`src/rtl/optic_flow_color_sequencer.sv`:
```
// Optic-flow colour sequencer: buffers up to two flow words handed over by
// custom instruction, steps the converter through the four pixel-pair groups
// of each word and streams the resulting RGB565 pairs to the frame-buffer
// writer.
//
// Stream handshake: pixelWord/pixelValid are registered; once pixelValid is
// high, both stay unchanged until a cycle with pixelReady=1, and a transfer
// happens exactly on a clock edge where pixelValid && pixelReady.
module optic_flow_color_sequencer #(
  parameter logic [7:0] customInstructionId = 8'd0
) (
  input  logic        clock,
  input  logic        nReset,
  input  logic        ciStart,
  input  logic [31:0] ciValueA,
  input  logic [31:0] ciValueB,
  input  logic [7:0]  ciN,
  output logic        ciDone,
  output logic [31:0] ciResult,
  output logic [31:0] convValueA,
  output logic [1:0]  convIndex,
  input  logic [31:0] convResult,
  output logic [31:0] pixelWord,
  output logic        pixelValid,
  input  logic        pixelReady,
  output logic        busy
);

  typedef enum logic [1:0] {
    S_IDLE = 2'd0,
    S_LOAD = 2'd1,
    S_EMIT = 2'd2
  } state_e;

  localparam logic [1:0] OP_SUBMIT = 2'd0;
  localparam logic [1:0] OP_STATUS = 2'd1;
  localparam logic [1:0] OP_CLEAR  = 2'd2;
  localparam logic [1:0] OP_FLUSH  = 2'd3;

  state_e      state_q, state_d;
  logic [31:0] buf_q [0:1];
  logic        head_q, head_d;
  logic        tail_q, tail_d;
  logic [1:0]  count_q, count_d;
  logic [1:0]  idx_q, idx_d;
  logic [15:0] pair_q, pair_d;
  logic [31:0] word_q, word_d;
  logic        valid_q, valid_d;

  logic        active;
  logic [1:0]  op;
  logic        handshake;
  logic        pop;
  logic        push;
  logic        clear;
  logic        unused_b;

  assign active    = ciStart && (ciN == customInstructionId);
  assign op        = ciValueB[1:0];
  assign unused_b  = ^ciValueB[31:2];
  // In EMIT pixelValid is always high, so ready alone completes a transfer.
  assign handshake = (state_q == S_EMIT) && pixelReady;
  assign pop       = handshake && (idx_q == 2'd3);
  // A full buffer still accepts a word when the head leaves in the same cycle.
  assign push      = active && (op == OP_SUBMIT) && ((count_q != 2'd2) || pop);
  assign clear     = active && (op == OP_CLEAR);

  assign convValueA = buf_q[head_q];
  assign convIndex  = idx_q;
  assign pixelWord  = word_q;
  assign pixelValid = valid_q;
  assign busy       = (count_q != 2'd0) || (state_q != S_IDLE);

  // Custom-instruction completion and result, combinational from the request.
  always_comb begin
    ciDone   = 1'b0;
    ciResult = 32'd0;
    if (active) begin
      case (op)
        OP_SUBMIT: ciDone = push;
        OP_STATUS: begin
          ciDone   = 1'b1;
          ciResult = {pair_q, 13'd0, (state_q == S_IDLE), count_q};
        end
        OP_CLEAR:  ciDone = 1'b1;
        OP_FLUSH:  ciDone = (count_q == 2'd0) && (state_q == S_IDLE) && !valid_q;
        default:   ciDone = 1'b0;
      endcase
    end
  end

  // FIFO pointer and occupancy update.
  always_comb begin
    head_d  = pop  ? ~head_q : head_q;
    tail_d  = push ? ~tail_q : tail_q;
    count_d = count_q + {1'b0, push} - {1'b0, pop};
  end

  // Sequencer next state: load a pair, hold it until accepted, advance group.
  always_comb begin
    state_d = state_q;
    idx_d   = idx_q;
    word_d  = word_q;
    valid_d = valid_q;
    pair_d  = pair_q;
    case (state_q)
      S_IDLE: begin
        if (count_q != 2'd0) state_d = S_LOAD;
      end
      S_LOAD: begin
        word_d  = convResult;
        valid_d = 1'b1;
        state_d = S_EMIT;
      end
      S_EMIT: begin
        if (pixelReady) begin
          valid_d = 1'b0;
          pair_d  = pair_q + 16'd1;
          if (idx_q == 2'd3) begin
            idx_d   = 2'd0;
            state_d = (count_d != 2'd0) ? S_LOAD : S_IDLE;
          end else begin
            idx_d   = idx_q + 2'd1;
            state_d = S_LOAD;
          end
        end
      end
      default: state_d = S_IDLE;
    endcase
    // Clearing the pair counter overrides a coincident transfer.
    if (clear) pair_d = 16'd0;
  end

  // Control and output registers.
  always_ff @(posedge clock or negedge nReset) begin
    if (!nReset) begin
      state_q <= S_IDLE;
      head_q  <= 1'b0;
      tail_q  <= 1'b0;
      count_q <= 2'd0;
      idx_q   <= 2'd0;
      pair_q  <= 16'd0;
      word_q  <= 32'd0;
      valid_q <= 1'b0;
    end else begin
      state_q <= state_d;
      head_q  <= head_d;
      tail_q  <= tail_d;
      count_q <= count_d;
      idx_q   <= idx_d;
      pair_q  <= pair_d;
      word_q  <= word_d;
      valid_q <= valid_d;
    end
  end

  // Buffer storage; occupancy is tracked by count, so data needs no reset.
  always_ff @(posedge clock) begin
    if (push) buf_q[tail_q] <= ciValueA;
  end

endmodule

```
`config.mk`:
```
export PLATFORM = sky130hd
export DESIGN_NAME = optic_flow_color_sequencer
export DESIGN_NICKNAME = d
export VERILOG_FILES = /design/src/rtl/optic_flow_color_sequencer.sv
export SDC_FILE = /design/constraint.sdc
export NUM_CORES = 1
export LEC_CHECK = 0
export BUFFER_PORTS_ARGS = -buffer_cell sky130_fd_sc_hd__buf_2
export CAP_MARGIN = 10
export CORE_MARGIN = 2
export CORE_UTILIZATION = 40
export DETAILED_ROUTE_END_ITERATION = 8
export PLACE_DENSITY = 0.79
export REMOVE_ABC_BUFFERS = 1
export SKIP_CTS_REPAIR_TIMING = 1
export SYNTH_ARGS = -nofsm -noshare
export SYNTH_HDL_FRONTEND = slang
export SYNTH_SLANG_ARGS = --single-unit
```
`constraint.sdc`:
```
create_clock -name clock -period 2.8 [get_ports clock]
set_input_delay 0.14 -clock clock [delete_from_list [all_inputs] [get_ports clock]]
set_output_delay 0.14 -clock clock [all_outputs]
set_load 0.02 [all_outputs]
```
# == Yosys cells after proc, flatten, opt, wreduce, memory -nomap -nowiden ==
# Memories as Yosys holds them, arrays and structs flattened.
# Index checks and enable logic that the tools add are counted.
# classes
n_addsub,4
eq_ne,9
n_mux,17
n_bitwise,2
reduce_logical,26
# op_table
cell,count
2-to-1 mux 32 bit,2
2-to-1 mux 16 bit,3
adder 16 x 1 -> 16 bit (second input constant),1
nonzero test 2 bit,6
equality test 2 bit (second input constant),4
logical AND 1 bit,8
logical NOT 8 bit,1
AND reduction 2 bit,4
logical NOT 2 bit,3
2-to-1 mux 1 bit,6
2-to-1 mux 2 bit,3
!= test 2 bit (second input constant),3
case mux 2 bit (3 select lines),1
equality test 2 x 1 -> 1 bit (second input constant),2
case mux 1 bit (3 select lines),1
adder 2 x 1 -> 2 bit,1
adder 2 x 1 -> 2 bit (second input constant),1
logical OR 1 bit,2
inverter 1 bit,2
case mux 1 bit (2 select lines),1
OR reduction 2 bit,1
subtractor 2 x 1 -> 2 bit,1
logical NOT 1 bit,1
# word_totals
register_bits,57
ram_bits,64
in_bits,108
output_inout_bits,101
elab_cells,67
memories,1
# mem_list
name,words,word_bits,read_ports,rd_ports_with_merged_regs,wr,line_no,source
buf_q,2,32,1,0,1,41,logic [31:0] buf_q [0:1];

# == Longest topological paths before layout ==
# Gate-level depths: netlist of the first run.
# depth
ltp_word,12
ltp_mapped,11
ltp_nobuf,11

# == Worst setup path after synthesis of the first run ==
# No wires, ideal clock.
# synth_timing
kind,register to register
startpoint,reg state_q[0]
endpoint,"mem buf_q[0][0], enable pin"
setup_ns,0.421
arrival_time_ns,2.450
required_ns,2.379
slack_ns,-0.071
stages_incl_launch_ff,5
path_buffers,0
period_less_slack_ns,2.871
path_cell_list,dfrtp_1 > nand3b_2 > nor2_2 > o311ai_4 > nor2_1
# synth_via
elab_chain_len,7
# synth_rtl
item,line_no,source
start: declaration,40,"state_e state_q, state_d;"
start signal: assignment,146,state_q <= state_d;
equality test 2 bit,62,assign handshake = (state_q == S_EMIT) && pixelReady;
logical AND 1 bit,62,
logical AND 1 bit,63,assign pop = handshake && (idx_q == 2'd3);
via pop,53,logic pop;
logical OR 1 bit,65,assign push = active && (op == OP_SUBMIT) && ((count_q != 2'd2) || pop);
logical AND 1 bit,65,
2-to-1 mux 1 bit,159,if (push) buf_q[tail_q] <= ciValueA;
2-to-1 mux 1 bit (implied by the code),159,
end: declaration,41,
# The timed path passes the listed nets, and every way through them passes these cells.

# == Worst setup path in the final report of the first run ==
# layout_timing
startpoint,reg state_q[0]
endpoint,reg state_q[0]
# layout_via
elab_chain_len,12
# layout_rtl
item,line_no,source
equality test 2 bit (*),62,
logical AND 1 bit (*),62,
logical AND 1 bit (*),63,
via pop,53,
logical OR 1 bit,65,
logical AND 1 bit,65,
adder 2 x 1 -> 2 bit,96,"count_d = count_q + {1'b0, push} - {1'b0, pop};"
subtractor 2 x 1 -> 2 bit (*),96,
via count_d[1],44,"logic [1:0] count_q, count_d;"
nonzero test 2 bit (*),121,state_d = (count_d != 2'd0) ? S_LOAD : S_IDLE;
2-to-1 mux 1 bit (*),121,
2-to-1 mux 1 bit (*),119,if (idx_q == 2'd3) begin
2-to-1 mux 2 bit (*),116,if (pixelReady) begin
case mux 2 bit (3 select lines) (*),106,case (state_q)
# The timed path passes the listed nets; every way through them passes the cells marked *. The select of a mux whose other input is x is not followed.
# A chain may end at the register's enable or synchronous reset.

==> results of run 1 <==
[where the power goes]
part	total [mW]	switching, mW	internal (mW)
combinational	2.03	1.13	0.901
clock	2.21	0.726	1.48
sequential	2.47	0.255	2.21
[cell usage in the layout, fill, tap and decap left out, types with 2 or more instances in the layout]
| cell | instances |
|---|---|
| conb_1 | 13 |
| clkbuf_1 | 4 |
| nor2_2 | 4 |
| clkinv_2 | 3 |
| dlygate4sd3_1 | 65 |
| buf_4 | 5 |
| nor4_1 | 4 |
| xnor2_1 | 14 |
| clkbuf_16 | 19 |
| bufinv_16 | 2 |
| dfrtp_1 | 57 |
| buf_2 | 165 |
| nand3_1 | 2 |
| nand2_1 | 6 |
| a21o_1 | 2 |
| nor2b_1 | 2 |
| edfxtp_1 | 64 |
| o21ai_0 | 2 |
| inv_1 | 10 |
| clkbuf_8 | 3 |
| and3_1 | 16 |
| a21oi_1 | 3 |
| nand4_4 | 2 |
| nor2_1 | 18 |
| ha_1 | 9 |
| nor4_4 | 4 |
| mux2_2 | 66 |
| and4_1 | 3 |
| nand4_1 | 3 |
| xor2_1 | 2 |
| o31ai_1 | 2 |
| nor3_1 | 7 |
[sequential cells by signal, indices dropped and copies added (netlist names)]
register	count
buf_q	64
convIndex	2
count_q	2
head_q	1
pair_q	16
pixelValid	1
pixelWord	32
state_q	2
tail_q	1
[final cells by class]
class / instances / share of cell area [%]
inverters: 10 / 0.505
clock inverters: 6 / 1.11
flip-flops and latches: 121 / 45.1
multi-input cells: 196 / 22.9
repair buffers: 235 / 20.4
clock buffers: 26 / 7.16
well taps: 172 / 2.90
[worst max-delay path: cells and delay by family (launching register included)]
| kind | cells | cell delay, ns |
|---|---|---|
| DFF | 1 | 0.44 |
| xor gates and xnor gates | 2 | 0.35 |
| buffers and inverters | 1 | 0.04 |
| adders and majority gates | 2 | 0.48 |
| and+or+nand+nor | 2 | 0.64 |
| AOI/OAI and AO/OA | 3 | 0.48 |
[how the worst min path moves through the flow]
stage                               endpoint  slack [ns]  cells after the start
CTS                   state_q[1]$_DFFE_PN0P_       -0.11                      1
global placement      pixelValid$_DFFE_PN0P_        0.30                      1
floorplan           convIndex[0]$_DFFE_PN0P_       -0.16                      0
global route          state_q[0]$_DFFE_PN0P_        0.07                      3
detailed placement    state_q[1]$_DFFE_PN0P_        0.32                      1
finish                state_q[0]$_DFFE_PN0P_        0.07                      3
[routing by layer]
layer	global-route usage, %	routed length (µm)
met1	18.7	4820
met2	27.0	6320
met3	4.73	691
met4	6.55	243
met5	0	0
[kinds of logic (layout without fill, tap and decap cells)]
kind of cell / count (synthesis) / in the layout / synth area share, %
fa+ha+maj: 9 / 9 / 2.15
xor+xnor: 16 / 16 / 2.68
mux: 67 / 67 / 14.4
buf+inv: 37 / 277 / 4.40
flops: 121 / 121 / 64.0
compound gates: 11 / 11 / 1.70
simple gates: 80 / 80 / 10.6
other cells: 1 / 13 / 0.0717
[metrics by stage]
stage	cells	setup TNS (ns)
finish	766	0
global route	766	0
CTS	701	0
detailed placement	669	0
global placement	669	0
floorplan	327	-5.32
==> results.env, run 1 <==
FIN_WORST_SKEW_NS=0.00636
TIMING.CRITICAL_PATH.SLOWEST_CELL_DELAY_NS=0.44
WORSTSETUPENDPOINTTYPE='flop'
INITIAL_DRT_MARKERS=220
CORE_UM2=12700
RR_STARTPOINT='state_q[0]$_DFFE_PN0P_'
GRT_PASS1_WL_UM=17300
VIAS=3668
TOTALPOWERFINAL_mW=6.70
DETAILED_PLACE_HPWL_UM=7640
POSTROUTEANTENNANETS=0
TIMING.CRITICAL_PATH.FROM_TYPE='flop'
SYNTH_EDF_COUNT=64
GROUTE.USAGE.OVERALL_PCT=15.9
YOSYSSEQAREASHARE_PCT=64.0
VIAS_IN_THE_FIRST_GLOBAL_ROUTE=3511
AVGSYNTHCELLAREA_UM2=15.3
SYNTHMOSTINSTANTIATEDCELL='mux2_2'
IR_DROP_V=0.000656
ROUTE.DETAILED.DRC=0
SYNTH_FF_TYPE='edfxtp_1'
NUM-FILL-CELLS=988
NUM_IO_PINS=209
DP_SLACK_NS=0.294
DIEHEIGHT_UM=118
SYNTH.LIB_CELLS_USED.DISTINCT=41
PATH_CLK_SLEW_NS=0.05
FINALHOLDVIOLCOUNT=0
TIMING.CRITICAL_PATH.REQUIRED_NS=3.12
REG2REG_SETUP_SLACK_NS=0.27
INITIAL_CORE_UTIL_PCT=41.3
NETLIST_TOP_CELLS_AREA='edfxtp_1 (37%), dfrtp_1 (27%), mux2_2 (14%)'
RSZ0062_AT_GRT='no'
DESIGN_AREA_UM2=7430
DIE_AREA_UM2=14000
POWER_PER_CELL_AREA_nW_PER_UM2=902
SYNTH_LARGEST_AREA_CELL='edfxtp_1'
YS_WARN_COUNT=0
TIMING.RR.END='state_q[0]$_DFFE_PN0P_'
FINALCRITICALPERIOD_NS=2.53
ASYNC_S_R_FF_SHARE_SYNTH_PCT=47.1
WORST_EP_ARRIVAL_TIME_NS=2.85
MAPPEDNETLISTAREA_UM2=5230
PORT_BUFFERS=165
DIE_X_UM=118
SLEW_VIOL_FINAL=0
WORSTHOLDSTART='pixelReady'
CRIT_TYPE='reg2reg'
CTS_MADE_BUFFERS=17
MAXCLOCKFREQUENCY_MHz=395
NETLIST_INSTANCES=342
SYNTH-SEQ-CELLS=121
YOSYS-TOP-CELLS-COUNT='mux2_2 (66), edfxtp_1 (64), dfrtp_1 (57), nor2_1 (20), and3_1 (16)'
CLOCK_SINKS=121
TIMING.MAX_CAP.VIOLATIONS=0
SEQ_AREA_UM2=3350
CLOCK_PATH_BUFFERS=2
ROUTED_WL_UM=12100
PIN_COUNT_OF_THE_BIGGEST_NET_ENTERING_GLOBAL_ROUTING=43
ANTENNA_FOUND_INITIAL=0
PLACED_CELL_AREA_UM2=6160
CLKLATENCYLATEPIN_NS=0.41
HOLD_CLASS='in2reg'
YOSYS.AREA.TOP_TYPE_SHARE_PCT=36.8
ANTENNA-DIODE-COUNT=0
POSTLAYOUTSETUPSLACKWORST_NS=0.271
FINALHOLDWORSTSLACK_NS=0.0686
CTS_TREE='yes'
STANDARD_CELL_ROWS=41
FINAL_WEIGHTED_CONGESTION_IN_ROUTABILITY_DRIVEN_PLACEMENT=0.784
WORST_R2R_PATH_DEPTH=10
OUTCOME='completed'
FINISH.UTILIZATION_PCT=58.6
TIMING.FINAL.SETUP_VIOLATIONS=0
DRT_FIRST_PASS_ITERS=6
AREA_DELTA_SYNTH_FINAL_PCT=42.1
SHARE_OF_CELLS_ABOVE_DRIVE_STRENGTH_1_PCT=47.1
PATH_MAX_FANOUT=8
FINISH.NET_COUNT=698
VIAS_PER_CELL=4.79
GLOBAL_ROUTE.OVERFLOW_TOTAL=0
LEAKAGEPOWER_nW=3.33
CRIT_END='state_q[0]$_DFFE_PN0P_'
LIBRARY_CELL_USED_AS_CLOCK_ROOT_BUFFER='clkbuf_16'
ROUTED_WIRE_LENGTH_PER_INSTANCE_UM=15.8
CP_CELL_SEQUENCE='nand3b_2 -> nor2_2 -> o311ai_4 -> ha_1 -> inv_1 -> ha_1 -> xnor2_1 -> xnor2_1 -> o31ai_1 -> a211oi_1'
FINAL.PERIOD_UTILIZATION_PCT=90.3
MULTIINPUTGATEAREA_UM2=1700
RELSLEWSLACK_PCT=38.2
PIN_SLEW_WITH_THE_LEAST_HEADROOM_TO_ITS_LIMIT_NS=0.927
CP_LAUNCH_POINT='state_q[0]$_DFFE_PN0P_'
CTS-HTREE-LEVELS=4
TIMING.CRITICAL_PATH.SLOWEST_STAGE_CELL='dfrtp_1'
(Power assumes the default switching activity.)
==> inputs of run 2 (changes only) <==
- RECOVER_POWER: default -> 50
==> results.env, run 2 (synthesized netlist as in run 1, its figures left out) <==
FINALCRITICALPERIOD_NS=2.56
HOLD_CLASS='in2reg'
TIMING.CRITICAL_PATH.SLOWEST_CELL_DELAY_NS=0.43
NUM_IO_PINS=209
MAXCLOCKFREQUENCY_MHz=391
POSTLAYOUTSETUPSLACKWORST_NS=0.243
STANDARD_CELL_ROWS=41
WORST_R2R_PATH_DEPTH=10
POWER_PER_CELL_AREA_nW_PER_UM2=904
CTS_TREE='yes'
RSZ0062_AT_GRT='no'
LAYOUT_COMMONEST_CELL='buf_2'
INITIAL_CORE_UTIL_PCT=41.3
IR_DROP_V=0.000646
REG2REG_SETUP_SLACK_NS=0.24
LARGEST-REGISTER='buf_q'
CLOCK_SINKS=121
ROUTED_WIRE_LENGTH_PER_INSTANCE_UM=15.7
LIBRARY_CELL_USED_AS_CLOCK_ROOT_BUFFER='clkbuf_16'
ANTENNA-DIODE-COUNT=0
TIMING.CRITICAL_PATH.REQUIRED_NS=3.11
TIMING.MAX_CAP.VIOLATIONS=1
DRT_FIRST_PASS_ITERS=4
RR_STARTPOINT='state_q[0]$_DFFE_PN0P_'
NUM-FILL-CELLS=1029
PLACED_CELL_AREA_UM2=6160
CRITPATHTOPFAMILY='simple AND/OR/NAND/NOR gates'
TOTALPOWERFINAL_mW=6.62
ANTENNA_FOUND_INITIAL=0
DP_SLACK_NS=0.294
DESIGN_AREA_UM2=7320
CLKLATENCYLATEPIN_NS=0.41
WP_BUF_INV=1
RELSLEWSLACK_PCT=-49.7
FINISH.NET_COUNT=698
ROUTE.DETAILED.DRC=0
WORSTSETUPENDPOINTTYPE='flop'
PORT_BUFFERS=165
TIMING.FINAL.SETUP_VIOLATIONS=0
VIAS=3657
CP_LAUNCH_POINT='state_q[0]$_DFFE_PN0P_'
GRT_PASS1_WL_UM=17300
PIN_SLEW_WITH_THE_LEAST_HEADROOM_TO_ITS_LIMIT_NS=2.24
LEAKAGEPOWER_nW=3.13
CLOCK_PATH_BUFFERS=2
LAYOUT.CELLS.MOST_COMMON_LIST='buf_2 (104), mux2_2 (66), dlygate4sd3_1 (65)'
INITIAL_DRT_MARKERS=216
CP_CELL_SEQUENCE='nand3b_2 -> nor2_2 -> o311ai_4 -> ha_1 -> inv_1 -> ha_1 -> xnor2_1 -> xnor2_1 -> o31ai_1 -> a211oi_1'
TIMING.RR.END='state_q[0]$_DFFE_PN0P_'
VIAS_PER_CELL=4.77
FINAL.PERIOD_UTILIZATION_PCT=91.3
SLEW_VIOL_FINAL=43
OUTCOME='finished with violations'
VIAS_IN_THE_FIRST_GLOBAL_ROUTE=3511
WORST_EP_ARRIVAL_TIME_NS=2.87
TIMING.CRITICAL_PATH.SLOWEST_STAGE_CELL='dfrtp_1'
CORE_UM2=12700
DIE_X_UM=118
FINALHOLDVIOLCOUNT=0
POSTROUTEANTENNANETS=0
PIN_COUNT_OF_THE_BIGGEST_NET_ENTERING_GLOBAL_ROUTING=43
DIEHEIGHT_UM=118
LARGEST_REG_FLOPS=64
GROUTE.USAGE.OVERALL_PCT=15.9
FAILING_CHECKS='max-capacitance violations, max-slew violations'
WORSTHOLDSTART='pixelReady'
ROUTED_WL_UM=12000
MIN_DELAY_WORST_ENDPOINT='state_q[0]$_DFFE_PN0P_'
PATH_CLK_SLEW_NS=0.05
WORSTHOLDPATHCELLS=3
CRIT_TYPE='reg2reg'
FIN_WORST_SKEW_NS=0.00666
FINAL_WEIGHTED_CONGESTION_IN_ROUTABILITY_DRIVEN_PLACEMENT=0.784
DETAILED_PLACE_HPWL_UM=7640
CTS_MADE_BUFFERS=17
DIE_AREA_UM2=14000
SHARE_OF_CELLS_ABOVE_DRIVE_STRENGTH_1_PCT=36.5
AREA_DELTA_SYNTH_FINAL_PCT=40.1
GLOBAL_ROUTE.OVERFLOW_TOTAL=0
PATH_MAX_FANOUT=8
CTS-HTREE-LEVELS=4
TIMING.CRITICAL_PATH.FROM_TYPE='flop'
[run 2: worst min-delay path: cells and delay by family]
| family | cells | cell delay (ns) |
|---|---|---|
| AOI/OAI and AO/OA | 2 | 0.15 |
| buffers and inverters | 1 | 0.13 |
[run 2: worst max-delay path by stage]
stage                                        end  slack, ns  cells past startpoint
after detailed placement  state_q[0]$_DFFE_PN0P_       0.29                     10
final                     state_q[0]$_DFFE_PN0P_       0.24                     10
after global placement    state_q[0]$_DFFE_PN0P_       0.37                     10
after floorplan            buf_q[0][0]$_DFFE_PP_      -0.08                      4
after global routing      state_q[0]$_DFFE_PN0P_        0.1                     10
after CTS                 state_q[0]$_DFFE_PN0P_       0.25                     10
[run 2: power by group]
part           leakage (nW)  internal [mW]  switching [mW]
Sequential             1.27           2.21           0.255
Combinational          1.56          0.821            1.12
Clock                 0.301           1.48           0.725
Total                  3.13           4.52            2.10
[run 2: layout make-up]
cell class,count,area (µm²),area share [%]
multi-input cells,196,1670,22.8
repair buffers,235,1440,19.6
clock buffers,26,532,7.26
clock inverters,6,82.6,1.13
well taps,172,215,2.94
inverters,10,37.5,0.513
flip-flops and latches,121,3350,45.7
[run 2: metal layers]
layer  vias to the layer above  wire, µm  track usage, %
met5                         -         0               0
met4                         0       255            6.55
met3                        26       673            4.73
met2                       152      6310            27.0
met1                      1784      4800            18.7
li1                       1695         -               -
[run 2: per-stage QoR]
stage | std cells | hold slack (ns) | TNS (ns) | util (%)
2_1_floorplan | 327 | -0.156 | -5.32 | -
3_3_place_gp | 669 | 0.300 | 0 | 48.7
3_5_place_dp | 669 | 0.324 | 0 | 48.7
4_1_cts | 701 | -0.113 | 0 | 53.5
5_1_grt | 766 | 0.0468 | 0 | 57.8
6_report | 766 | 0.0590 | 0 | 57.8
==> inputs of run 3 (changes only) <==
- PLACE_DENSITY: 0.79 -> 0.72
==> results.env, run 3 (synthesized netlist as in run 1, its figures left out) <==
STANDARD_CELL_ROWS=41
CLKLATENCYLATEPIN_NS=0.40
PATH_CLK_SLEW_NS=0.05
CORE_UM2=12700
POWER_PER_CELL_AREA_nW_PER_UM2=871
DIEHEIGHT_UM=118
INITIAL_DRT_MARKERS=164
HOLD_CLASS='in2reg'
ROUTE.DETAILED.DRC=0
SWITCH_SHARE_PCT=33.2
TOTALNEGATIVESETUPSLACK_NS=0
IR_DROP_V=0.000446
TIMING.FINAL.SETUP_VIOLATIONS=0
TOTALPOWERFINAL_mW=6.32
TIMING.CRITICAL_PATH.REQUIRED_NS=3.11
MET2_USAGE_PCT=23.9
NUM-FILL-CELLS=1063
CRIT_TYPE='reg2reg'
GROUTE.USAGE.OVERALL_PCT=15.4
FINALHOLDVIOLCOUNT=0
WORSTSETUPENDPOINTTYPE='flop'
RSZ0062_AT_GRT='no'
CLOCK_PATH_BUFFERS=2
LIBRARY_CELL_USED_AS_CLOCK_ROOT_BUFFER='clkbuf_16'
PIN_COUNT_OF_THE_BIGGEST_NET_ENTERING_GLOBAL_ROUTING=35
VIAS=3596
FIN_WORST_SKEW_NS=0.00701
POWER_REPORT.INTERNAL_TOTAL_mW=4.22
CTS-HTREE-LEVELS=4
ROUTED_WIRE_LENGTH_PER_INSTANCE_UM=15.2
DP_SLACK_NS=0.348
LARGEST-REGISTER='buf_q'
POSTROUTEANTENNANETS=0
OUTCOME='finished with violations'
AREA_DELTA_SYNTH_FINAL_PCT=38.8
PIN_SLEW_WITH_THE_LEAST_HEADROOM_TO_ITS_LIMIT_NS=1.54
GRT_PASS1_WL_UM=16900
STDCELL_COUNT=767
PORT_BUFFERS=165
GRT_UTIL_MET1_PCT=18.9
GLOBAL_ROUTE.OVERFLOW_TOTAL=0
PATH_MAX_FANOUT=7
SHARE_SEQ_OF_TOTAL_POWER_PCT=39.0
P_COMB_SHARE_PCT=30.9
FAILING_CHECKS='max-capacitance violations, max-slew violations'
CLOCK_SINKS=121
DPL.CELL_COUNT=670
SLEW_VIOL_FINAL=29
FINISH.NET_COUNT=699
TIMING.MAX_CAP.VIOLATIONS=1
LAYOUT.CELLS.MOST_COMMON_LIST='buf_2 (107), mux2_2 (66), dlygate4sd3_1 (65)'
LARGEST_REG_FLOPS=64
VIAS_IN_THE_FIRST_GLOBAL_ROUTE=3399
VIAS_PER_CELL=4.69
CLOCKPOWERSHARE_PCT=30.1
FINALCRITICALPERIOD_NS=2.47
DIE_AREA_UM2=14000
TIMING.CRITICAL_PATH.FROM_TYPE='flop'
NUM_IO_PINS=209
GR-USAGE-MET3_PCT=6.56
TOP_USAGE_LAYER='met2'
ANTENNA_FOUND_INITIAL=0
ROUTED_WL_UM=11700
P_SWITCHING_mW=2.10
FINAL_WEIGHTED_CONGESTION_IN_ROUTABILITY_DRIVEN_PLACEMENT=0.765
CTS_TREE='yes'
SHARE_OF_CELLS_ABOVE_DRIVE_STRENGTH_1_PCT=36.6
LAYOUT_COMMONEST_CELL='buf_2'
DRT_FIRST_PASS_ITERS=4
FINAL.PERIOD_UTILIZATION_PCT=88.2
ANTENNA-DIODE-COUNT=0
MAXCLOCKFREQUENCY_MHz=405
INITIAL_CORE_UTIL_PCT=41.3
POSTLAYOUTSETUPSLACKWORST_NS=0.330
DIE_X_UM=118
DETAILED_PLACE_HPWL_UM=7240
LEAKAGEPOWER_nW=3.12
CTS_MADE_BUFFERS=17
RELSLEWSLACK_PCT=-2.49
REG2REG_SETUP_SLACK_NS=0.33
WORST_EP_ARRIVAL_TIME_NS=2.78
[run 3: cell types whose count changed in the layout (fill, tap and decap cells not counted), sizes merged]
| cell | change |
|---|---|
| bufinv | -1 |
| clkbuf | -8 |
| clkinv | +8 |
| buf | +2 |
[run 3: final timing paths]
check                                       start                        end  cells after the start
max reg2reg                state_q[0]$_DFFE_PN0P_     state_q[0]$_DFFE_PN0P_                     10
min in group asynchronous                  nReset      pair_q[7]$_DFFE_PN0P_                      2
max in group asynchronous                  nReset  pixelWord[16]$_DFFE_PN0P_                      3
min reg2reg                    head_q$_DFFE_PN0N_         head_q$_DFFE_PN0N_                      1
max                        state_q[0]$_DFFE_PN0P_     state_q[0]$_DFFE_PN0P_                     10
min                                    pixelReady     state_q[0]$_DFFE_PN0P_                      3
[run 3: layer usage]
| layer | up-vias | share of wire, % |
|---|---|---|
| li1 | 1700 | - |
| met4 | 0 | 1.9 |
| met3 | 22 | 5.7 |
| met2 | 127 | 50 |
| met5 | - | 0 |
| met1 | 1747 | 42 |
[run 3: final cells by class]
type | count | area [µm²] | share of cell area (%)
sequential | 121 | 3350 | 46.1
tap | 172 | 215 | 2.97
inverter | 10 | 37.5 | 0.517
clock inverter | 13 | 86.3 | 1.19
multi-input combinational | 196 | 1690 | 23.3
clock buffer | 19 | 433 | 5.97
timing repair buffer | 236 | 1450 | 19.9
[run 3: critical path, stage by stage (launching register included)]
cell and delay, ns:
dfrtp_1 0.44, nand3b_2 0.23, nor2_1 0.31, o311ai_4 0.19, ha_1 0.32, inv_1 0.04
ha_1 0.18, xnor2_1 0.17, xnor2_1 0.16, o31ai_1 0.09, a211oi_1 0.24
[run 3: through the flow]
stage / util [%] / hold WS [ns] / cell area (µm²)
after CTS: 52.9 / -0.241 / 6700
final: 57.3 / 0.0624 / 7260
after global routing: 57.3 / 0.0498 / 7260
after detailed placement: 48.8 / 0.200 / 6180
after global placement: 48.8 / 0.197 / 6180
after floorplan: - / -0.156 / 5080
[run 3: power groups by stage]
stage	clock (mW)	combinational, mW	sequential, mW
detailed placement	0	1.96	2.48
CTS	1.95	1.96	2.46
floorplan	0	0.956	2.83
global route	2.04	2.10	2.51
global placement	0	1.92	2.46
finish	1.90	1.95	2.46
